`config.mk`:
```
export PLATFORM = sky130hd
export DESIGN_NAME = dsp_voice_scheduler
export DESIGN_NICKNAME = d
export VERILOG_FILES = /design/src/rtl/dsp_voice_scheduler.sv
export SDC_FILE = /design/constraint.sdc
export NUM_CORES = 1
export LEC_CHECK = 0
export CORE_UTILIZATION = 45
export CTS_BUF_LIST = sky130_fd_sc_hd__clkbuf_2 sky130_fd_sc_hd__clkbuf_4 sky130_fd_sc_hd__clkbuf_8
export CTS_CLUSTER_SIZE = 16
export DETAILED_ROUTE_END_ITERATION = 12
export PLACE_DENSITY = 0.73
export SYNTH_ARGS = -nofsm -noshare
export SYNTH_HDL_FRONTEND = slang
export SYNTH_SLANG_ARGS = --single-unit
```
`constraint.sdc`:
```
create_clock -name clock -period 4.17 [get_ports clock]
set_clock_uncertainty 0.15 [all_clocks]
set_input_delay 1.251 -clock clock [delete_from_list [all_inputs] [get_ports clock]]
set_output_delay 1.251 -clock clock [all_outputs]
set_load 0.03 [all_outputs]
```
`src/rtl/dsp_voice_scheduler.sv`:
```
// -----------------------------------------------------------------------------
// dsp_voice_scheduler
//
// Timing generator for a time-multiplexed voice engine. A one-hot minor-step
// ring walks through N_MINOR_STEPS clock cycles per major step. A binary
// major-step counter walks through N_MAJOR_STEPS major steps per sample
// period. Each voice is phase-shifted by its own start step and moves through
// the states S1..S(N_VSTATES). The last of these states is idle.
//
// Optional feature (macro DSP_SCHED_SAMPLE_COUNT_EN):
//   When this macro is defined, the block adds a 16-bit sample_count output.
//   It counts sample periods, wraps modulo 2^16, and is cleared by restart.
//
// Ports
//   clock           in   sole clock, rising edge
//   reset           in   asynchronous, active-low reset
//   run             in   advance enable; all state holds while low
//   restart         in   synchronous re-phase to step 0; overrides run
//   minor_step      out  one-hot minor step (bit 0 = first cycle of a step)
//   major_step      out  binary major step index
//   voice_state     out  per-voice one-hot state,
//                        voice v at [v*N_VSTATES +: N_VSTATES]
//   voice_s1_pulse  out  one-cycle pulse when a voice enters S1 by advancing
//   sample_strobe   out  one-cycle pulse when major_step wraps to 0
//   sample_count    out  (DSP_SCHED_SAMPLE_COUNT_EN only) sample period count
//
// Legal parameter ranges
//   N_VOICES        1..16
//   N_MINOR_STEPS   1..8
//   N_VSTATES       <= N_MAJOR_STEPS
//   S1_BASE         >= 0
//   S1_STRIDE       >= 0
// -----------------------------------------------------------------------------
module dsp_voice_scheduler #(
    parameter int N_VOICES      = 8,
    parameter int N_MAJOR_STEPS = 32,
    parameter int N_MINOR_STEPS = 3,
    parameter int N_VSTATES     = 9,
    parameter int S1_BASE       = 0,
    parameter int S1_STRIDE     = 3,
    localparam int MAJ_W        = (N_MAJOR_STEPS > 1) ? $clog2(N_MAJOR_STEPS) : 1,
    localparam int VS_W         = N_VOICES * N_VSTATES
) (
    input  logic                     clock,
    input  logic                     reset,
    input  logic                     run,
    input  logic                     restart,
    output logic [N_MINOR_STEPS-1:0] minor_step,
    output logic [MAJ_W-1:0]         major_step,
    output logic [VS_W-1:0]          voice_state,
    output logic [N_VOICES-1:0]      voice_s1_pulse,
    output logic                     sample_strobe
`ifdef DSP_SCHED_SAMPLE_COUNT_EN
    ,
    output logic [15:0]              sample_count
`endif
);

    localparam logic [MAJ_W-1:0] MAJ_LAST = MAJ_W'(N_MAJOR_STEPS - 1);

    // Major step at which voice v enters S1.
    function automatic int start_of(input int v);
        return (S1_BASE + v * S1_STRIDE) % N_MAJOR_STEPS;
    endfunction

    // Per-voice one-hot state vector for a given major step.
    // Each voice's distance past its start step is taken modulo the period.
    // Every distance beyond the last active state collapses to idle.
    function automatic logic [VS_W-1:0] states_at(input logic [MAJ_W-1:0] maj);
        logic [VS_W-1:0]      s;
        logic [N_VSTATES-1:0] oh;
        int                   m;
        int                   st;
        int                   d;
        s = '0;
        m = int'(maj);
        for (int v = 0; v < N_VOICES; v++) begin
            st = start_of(v);
            d  = (m >= st) ? (m - st) : (m + N_MAJOR_STEPS - st);
            if (d < N_VSTATES - 1)
                oh = N_VSTATES'(1) << d;
            else
                oh = N_VSTATES'(1) << (N_VSTATES - 1);
            s = s | (VS_W'(oh) << (v * N_VSTATES));
        end
        return s;
    endfunction

    // Mask of voices whose S1 begins at the given major step.
    // Several voices may share a start step.
    function automatic logic [N_VOICES-1:0] starts_at(input logic [MAJ_W-1:0] maj);
        logic [N_VOICES-1:0] p;
        p = '0;
        for (int v = 0; v < N_VOICES; v++) begin
            if (start_of(v) == int'(maj))
                p = p | (N_VOICES'(1) << v);
        end
        return p;
    endfunction

    localparam logic [VS_W-1:0] VS_RST = states_at(MAJ_W'(0));

    logic                     advance;
    logic                     step_done;
    logic [N_MINOR_STEPS-1:0] minor_nxt;
    logic [MAJ_W-1:0]         major_nxt;
    logic [N_VOICES-1:0]      pulse_nxt;
    logic                     strobe_nxt;

    // Next-state decode: counters, pulses and strobe computed from current outputs
    always_comb begin
        advance    = run && !restart;
        step_done  = 1'b0;
        minor_nxt  = minor_step;
        major_nxt  = major_step;
        if (advance) begin
            // Rotate left.
            // With N_MINOR_STEPS == 1 the single bit maps onto itself.
            minor_nxt = (minor_step << 1) | (minor_step >> (N_MINOR_STEPS - 1));
            if (minor_step[N_MINOR_STEPS-1]) begin
                step_done = 1'b1;
                major_nxt = (major_step == MAJ_LAST) ? '0 : major_step + MAJ_W'(1);
            end
        end
        // Pulses fire only on a real step advance.
        // Reset, restart and hold therefore never produce one.
        pulse_nxt  = step_done ? starts_at(major_nxt) : '0;
        strobe_nxt = step_done && (major_step == MAJ_LAST);
    end

    // Output register stage: voice states update together with major_step
    always_ff @(posedge clock or negedge reset) begin
        if (!reset) begin
            minor_step     <= N_MINOR_STEPS'(1);
            major_step     <= '0;
            voice_state    <= VS_RST;
            voice_s1_pulse <= '0;
            sample_strobe  <= 1'b0;
        end else if (restart) begin
            minor_step     <= N_MINOR_STEPS'(1);
            major_step     <= '0;
            voice_state    <= VS_RST;
            voice_s1_pulse <= '0;
            sample_strobe  <= 1'b0;
        end else begin
            minor_step     <= minor_nxt;
            major_step     <= major_nxt;
            voice_state    <= states_at(major_nxt);
            voice_s1_pulse <= pulse_nxt;
            sample_strobe  <= strobe_nxt;
        end
    end

`ifdef DSP_SCHED_SAMPLE_COUNT_EN
    // Sample counter stage: counts on the same edge that raises sample_strobe
    always_ff @(posedge clock or negedge reset) begin
        if (!reset)
            sample_count <= '0;
        else if (restart)
            sample_count <= '0;
        else if (strobe_nxt)
            sample_count <= sample_count + 16'd1;
    end
`endif

endmodule

```
Word level (Yosys, flattened, before mapping)
Index checks and enable logic that the tools add are counted.
- output and inout bits: 89
- word-level logic and storage cells: 108
- input port bits: 4
- register bits: 89
- reductions and logical operators: 5
- bitwise gates (word level): 8
- magnitude comparators: 15
- add/subtract/negate cells: 16
- eq/ne operators: 8
- shift operators: 8
- mux-type cells: 43
- operators by type and width (kind ; number):
    32-bit by 5-bit less-than comparator with 1-bit output, second input constant ; 7
    32-bit two-way mux ; 7
    1-bit by 32-bit << shifter with 9-bit output, first input constant ; 7
    9-bit two-way mux ; 16
    32-bit by 5-bit subtractor with 32-bit output, second input constant ; 3
    72-bit two-way mux ; 1
    63-bit by 72-bit OR with 72-bit output ; 1
    54-bit by 63-bit OR with 63-bit output ; 1
    45-bit by 54-bit OR with 54-bit output ; 1
    36-bit by 45-bit OR with 45-bit output ; 1
    27-bit by 36-bit OR with 36-bit output ; 1
    32-bit by 3-bit subtractor with 32-bit output, second input constant ; 1
    32-bit by 4-bit subtractor with 32-bit output, second input constant ; 1
    32-bit by 6-bit subtractor with 32-bit output, second input constant ; 1
    18-bit by 27-bit OR with 27-bit output ; 1
    5-bit equality test, first input constant ; 5
    5-bit two-way mux ; 5
    8-bit two-way mux ; 3
    9-bit by 18-bit OR with 18-bit output ; 1
    5-bit by 4-bit subtractor with 6-bit output, second input constant ; 3
    5-bit by 4-bit greater-or-equal comparator with 1-bit output, second input constant ; 3
    5-bit by 5-bit subtractor with 6-bit output, second input constant ; 2
    5-bit greater-or-equal comparator, second input constant ; 2
    3-bit two-way mux ; 3
    other kinds (22) ; 26

Longest topological paths before layout
- word-level depth: 18
- gate-level depth with buffers: 18
- depth with buffers taken out: 16

Worst setup path after synthesis
No wires, ideal clock.
- path kind: input -> register
- from: input port restart
- to: register voice_state[27]
- slack: -0.101 ns
- data required time: 3.933 ns
- arrival time: 4.034 ns
- setup time: 0.087 ns
- stages on the path: 13
- cell sequence: buf_2 nand4b_1 mux2_2 o21ai_1 inv_1 ha_1 a21boi_1 nor2_1 nor2_1 ha_1 nor2_1 or3_1 nor3_1
- word-level cells in the longest chain between the ends: 15
- ends and longest elaborated chain (element ; RTL line ; RTL):
    start: declaration ; 47 ; input logic restart,
    1-bit zero test ; 112 ; advance = run && !restart;
    1-bit logical AND ; 112 ;
    5-bit two-way mux ; 116 ; if (advance) begin
    5-bit by 6-bit adder with 7-bit output ; 79 ; d = (m >= st) ? (m - st) : (m + N_MAJOR_STEPS - st);
    32-bit by 5-bit subtractor with 32-bit output ; 79 ;
    32-bit two-way mux ; 79 ;
    32-bit by 5-bit less-than comparator with 1-bit output or 1-bit by 32-bit << shifter with 9-bit output (tied branches) ; 80, 81 ;
    9-bit two-way mux ; 80 ; if (d < N_VSTATES - 1)
    9-bit two-way mux ; 139 ; end else if (restart) begin
    27-bit by 36-bit OR with 36-bit output ; 84 ; s = s | (VS_W'(oh) << (v * N_VSTATES));
    36-bit by 45-bit OR with 45-bit output ; 84 ;
    45-bit by 54-bit OR with 54-bit output ; 84 ;
    54-bit by 63-bit OR with 63-bit output ; 84 ;
    63-bit by 72-bit OR with 72-bit output ; 84 ;
    72-bit two-way mux (*) ; 139 ;
    end signal: assignment ; 148 ; voice_state <= states_at(major_nxt);
    end: declaration ; 50 ; output logic [VS_W-1:0] voice_state,
Mark *: on every way between the ends. The rest lies on a longest branch, timed or not. The select of a mux whose other input is x is not followed.
A chain may end at the register's enable or synchronous reset.

Worst setup path in the final report
- from: input port restart
- to: register voice_state[68]
- word-level cells in the longest chain between the ends: 11
- ends and longest elaborated chain (element ; RTL line):
    1-bit zero test ; 112
    1-bit logical AND ; 112
    5-bit two-way mux ; 116
    5-bit by 6-bit adder with 7-bit output ; 79
    7-bit by 5-bit subtractor with 8-bit output ; 79
    32-bit two-way mux ; 79
    32-bit by 5-bit less-than comparator with 1-bit output or 1-bit by 32-bit << shifter with 9-bit output (tied branches) ; 80, 81
    9-bit two-way mux ; 80
    9-bit two-way mux ; 139
    63-bit by 72-bit OR with 72-bit output ; 84
    72-bit two-way mux (*) ; 139
Marks and branches as above.

==> impl.org <==
** Outcome
- Result of the run :: finished clean

** Setup path
- The critical path ends at voice_state[68].
- Crit path kind :: input pin to register
- Worst R2R Path Depth :: 15
- Element type at the critical path end :: register
- The worst register-to-register path has a setup slack of ~390 ps.
- R2r endpoint :: voice_state[68]
- Arrival time reported for the critical path endpoint :: around 4000 ps
- Worst reg2reg path startpoint :: major_step[1]
- Critical path startpoint :: restart
- The worst setup path is launched from an input pin.
- Crit Path Max Fanout :: 6
- Data on the critical path is required at its endpoint by approximately 4300 ps.

** Floorplan
- Initial core utilization :: 46.5%
- Std cell rows :: 34
- In this run the standard cell core region covers roughly 8700 sq um.
- In this run the count of I/O pins placed on the die edge is just over 90.
- Die Span Y :: 97.0 microns
- The die covers 9400 sq um.
- Floorplan die width :: between 90 and 100 microns

** Logic synthesis
- Post-synthesis instance total :: roughly 370
- Post-Synthesis Mean Instance Area :: 11.0 sq um
- Number of enable flip-flop cells after synthesis :: 0
- Synthesis produced a netlist with a net count of 400.
- Async set-reset flop share out of synthesis :: 100%
- The cell area that synthesis handed to floorplanning was about 4100 sq um.
- Sequential cell area fraction in the yosys report :: 55.1%
- Primary flip-flop cell chosen by synthesis mapping :: dfrtp_1
- Number of storage elements in the synthesis netlist :: between 80 and 90
- Yosys mapped the design onto 60 distinct sky130hd cell types.
- Number of warnings printed during yosys synthesis :: 0

** Flow run
- Max-cap violations in this run came to 0.

** Detailed routing
- Via density :: 5.17
- Average wire length per cell after detail routing :: 15.9 microns
- In the routed design, unresolved DRC markers number 0.
- The first detailed-routing pass ran for 4 iterations.
- Routed via count :: around 3,200
- Total Wirelength :: between 9000 and 10,000 microns
- The count of nets left with antenna violations once routing finished came out at 0.
- First DRT Iteration DRCs :: approximately 140

** Worst hold path
- Counting instances, the worst hold path has a depth of 2.
- The path class of the tightest hold or removal check is register to register.

** Clocking
- The H-tree was split into 3 levels.
- The clock drives 89 sinks.
- Number of buffers added for setup after CTS :: 0
- CTS clock-pin slew for the worst setup and hold paths :: about 90 ps
- Clk buf depth :: 2
- Buffers inserted during clock tree synthesis total 9.
- Worst-skew pair later-pin latency :: around 360 ps
- TritonCTS built the clock tree.
- Clock root buffer :: clkbuf_8

** GRT
- Initial antenna violation count :: 0
- Global routing used between 20 and 30% of the available met1 tracks.
- For this run the aggregate overflow at the end of global routing stands at 0.
- The first global-routing pass estimated about 17,000 microns of wire.
- Global routing used a little under a quarter of the available tracks across all layers.
- Global routing consumed, on the met2 layer, 38.9% of the routing resources.
- Number of global-route vias before repair :: 3,411
- Entering global routing, the biggest net connects 90 pins.
- In the global route stage, met3 resource usage came out at 3.54%.
- Global-route layer with the greatest usage :: met2

** STA
- The worst path meets setup with roughly 200 ps of slack.
- The count of endpoints failing hold in the final timing report was 0.
- Fin crit period :: approximately 4000 ps
- Setup violations remaining at the end of the flow were counted as 0.
- RSZ-0062 raised after global routing :: false
- Final Max Tran Viols :: 0
- At the pin with the least slew margin, the transition time is approximately 1100 ps.
- Highest clock frequency the design can meet :: 0.252 GHz
- Tightest slew margin relative to the limit :: a little over a quarter
- Period Utilization, post-route :: 95.1%

** Final layout
- The finished layout holds between 600 and 700 standard cells, fillers aside.
- The finished cells cover roughly 5600 sq um.
- 0 antenna diodes ended up in the layout.
- Cells with a size suffix above 1 make up roughly 20% of the layout.
- From synthesis to final layout, the design area changed by 39.1%.
- The filler cells instantiated in the layout total a little under 700.
- Utilization of the core after routing :: between 60 and 70%
- In the final design database the tool counted approximately 540 nets.

** Power and ir drop
- Summed over all cells, the static leakage comes to around 2.6 nW.
- VDD sags by at most 197 uV.
- PD cells :: about 260 nW/um^2
- Overall power :: 1.49 mW

** Placed design
- Placed wire-length estimate after detailed placement :: 7310 microns
- After detailed placement, the total cell area comes to around 5500 sq um.
- OpenSTA, run right after detailed placement, puts the worst setup slack at -195 ps.
- Port buffering added slightly above 90 buffers.
- The congestion estimate from routability-driven global placement came to around 0.86.
- After detailed placement, the design holds a cell count of around 600.
[routing by layer]
layer | part of all wire [%] | vias to the layer above
met5 | 0 | -
met4 | 2.0 | 0
met3 | 2.9 | 17
met2 | 50 | 77
met1 | 45 | 1589
li1 | - | 1550
[cells in the final DEF, fill, tap and decap left out, types with 9 or more instances in the layout]
cell / n
buf_4: 57
clkbuf_8: 9
clkdlybuf4s50_1: 90
dfrtp_1: 80
dfstp_2: 9
ha_1: 27
inv_1: 16
nand2_1: 17
nand3_1: 11
nor2_1: 68
nor3_1: 18
xnor2_1: 9
[final cells by class]
class | instances | area, sq um | share of cell area (%)
well taps | 108 | 135 | 2.39
flip-flops and latches | 89 | 2240 | 39.6
clock inverters | 6 | 52.6 | 0.930
inverters | 19 | 78.8 | 1.40
multi-input cells | 245 | 1670 | 29.6
repair buffers | 148 | 1340 | 23.7
clock buffers | 10 | 131 | 2.33
[worst min path at each step]
| stage | start | to | slack, ps |
|---|---|---|---|
| 2_1_floorplan | minor_step[0] | minor_step[0] | 450 |
| 3_3_place_gp | minor_step[1] | minor_step[2] | 380 |
| 3_5_place_dp | minor_step[1] | minor_step[1] | 390 |
| 4_1_cts | minor_step[1] | minor_step[1] | 420 |
| 5_1_grt | minor_step[1] | minor_step[2] | 450 |
| 6_report | minor_step[1] | minor_step[1] | 410 |
[registers in the layout (all words and copies together), names as in the netlist]
signal and cells:
voice_state 72, voice_s1_pulse 8, minor_step 3, sample_strobe 1, major_step 5
[metrics by stage]
step,setup TNS [ps],hold slack [ps]
finish,0,411
global route,0,451
CTS,0,422
detailed placement,-3160,394
global placement,-637,379
floorplan,0,451
[Yosys cell counts (7+ instances only)]
master | n | area share (%)
xnor2_1 | 9 | 1.9
dfrtp_1 | 80 | 49
a21oi_1 | 7 | 0.86
ha_1 | 27 | 8.3
nor3_1 | 19 | 2.3
nand2_1 | 17 | 1.6
nor2_1 | 68 | 6.3
nand3_1 | 11 | 1.4
inv_1 | 16 | 1.5
clkbuf_1 | 9 | 0.83
o21ai_0 | 7 | 0.86
dfstp_2 | 9 | 5.8
[power by group]
group | switching, mW | internal, mW | total [mW]
Sequential | 0.00259 | 0.866 | 0.869
Clock | 0.328 | 0.232 | 0.560
Combinational | 0.0449 | 0.0191 | 0.0640
[logic make-up (layout without fill, tap and decap cells)]
family | after synthesis | count (layout) | synth area share, %
and+or+nand+nor | 160 | 160 | 20.1
adders and majority gates | 27 | 27 | 8.32
AOI/OAI and AO/OA | 40 | 40 | 7.43
DFF | 89 | 89 | 55.1
xor gates and xnor gates | 11 | 11 | 2.74
buffers and inverters | 35 | 183 | 4.07
muxes | 7 | 7 | 2.19
[worst max-delay path: stages]
cell             delay, ps
clkdlybuf4s50_1        480
nand3b_4               230
o211a_1                280
or2_1                  260
buf_4                  160
inv_6                   60
ha_1                   220
nand3_1                130
a21oi_1                180
ha_1                   190
nor2_1                  60
or3_1                  370
nor3_1                 190
[repair_timing]
action,CTS,global route
hold buffers,0,0
setup endpoints to repair,0,5
gates resized for setup,0,2
Note: power is estimated with default switching activity, not from simulation.
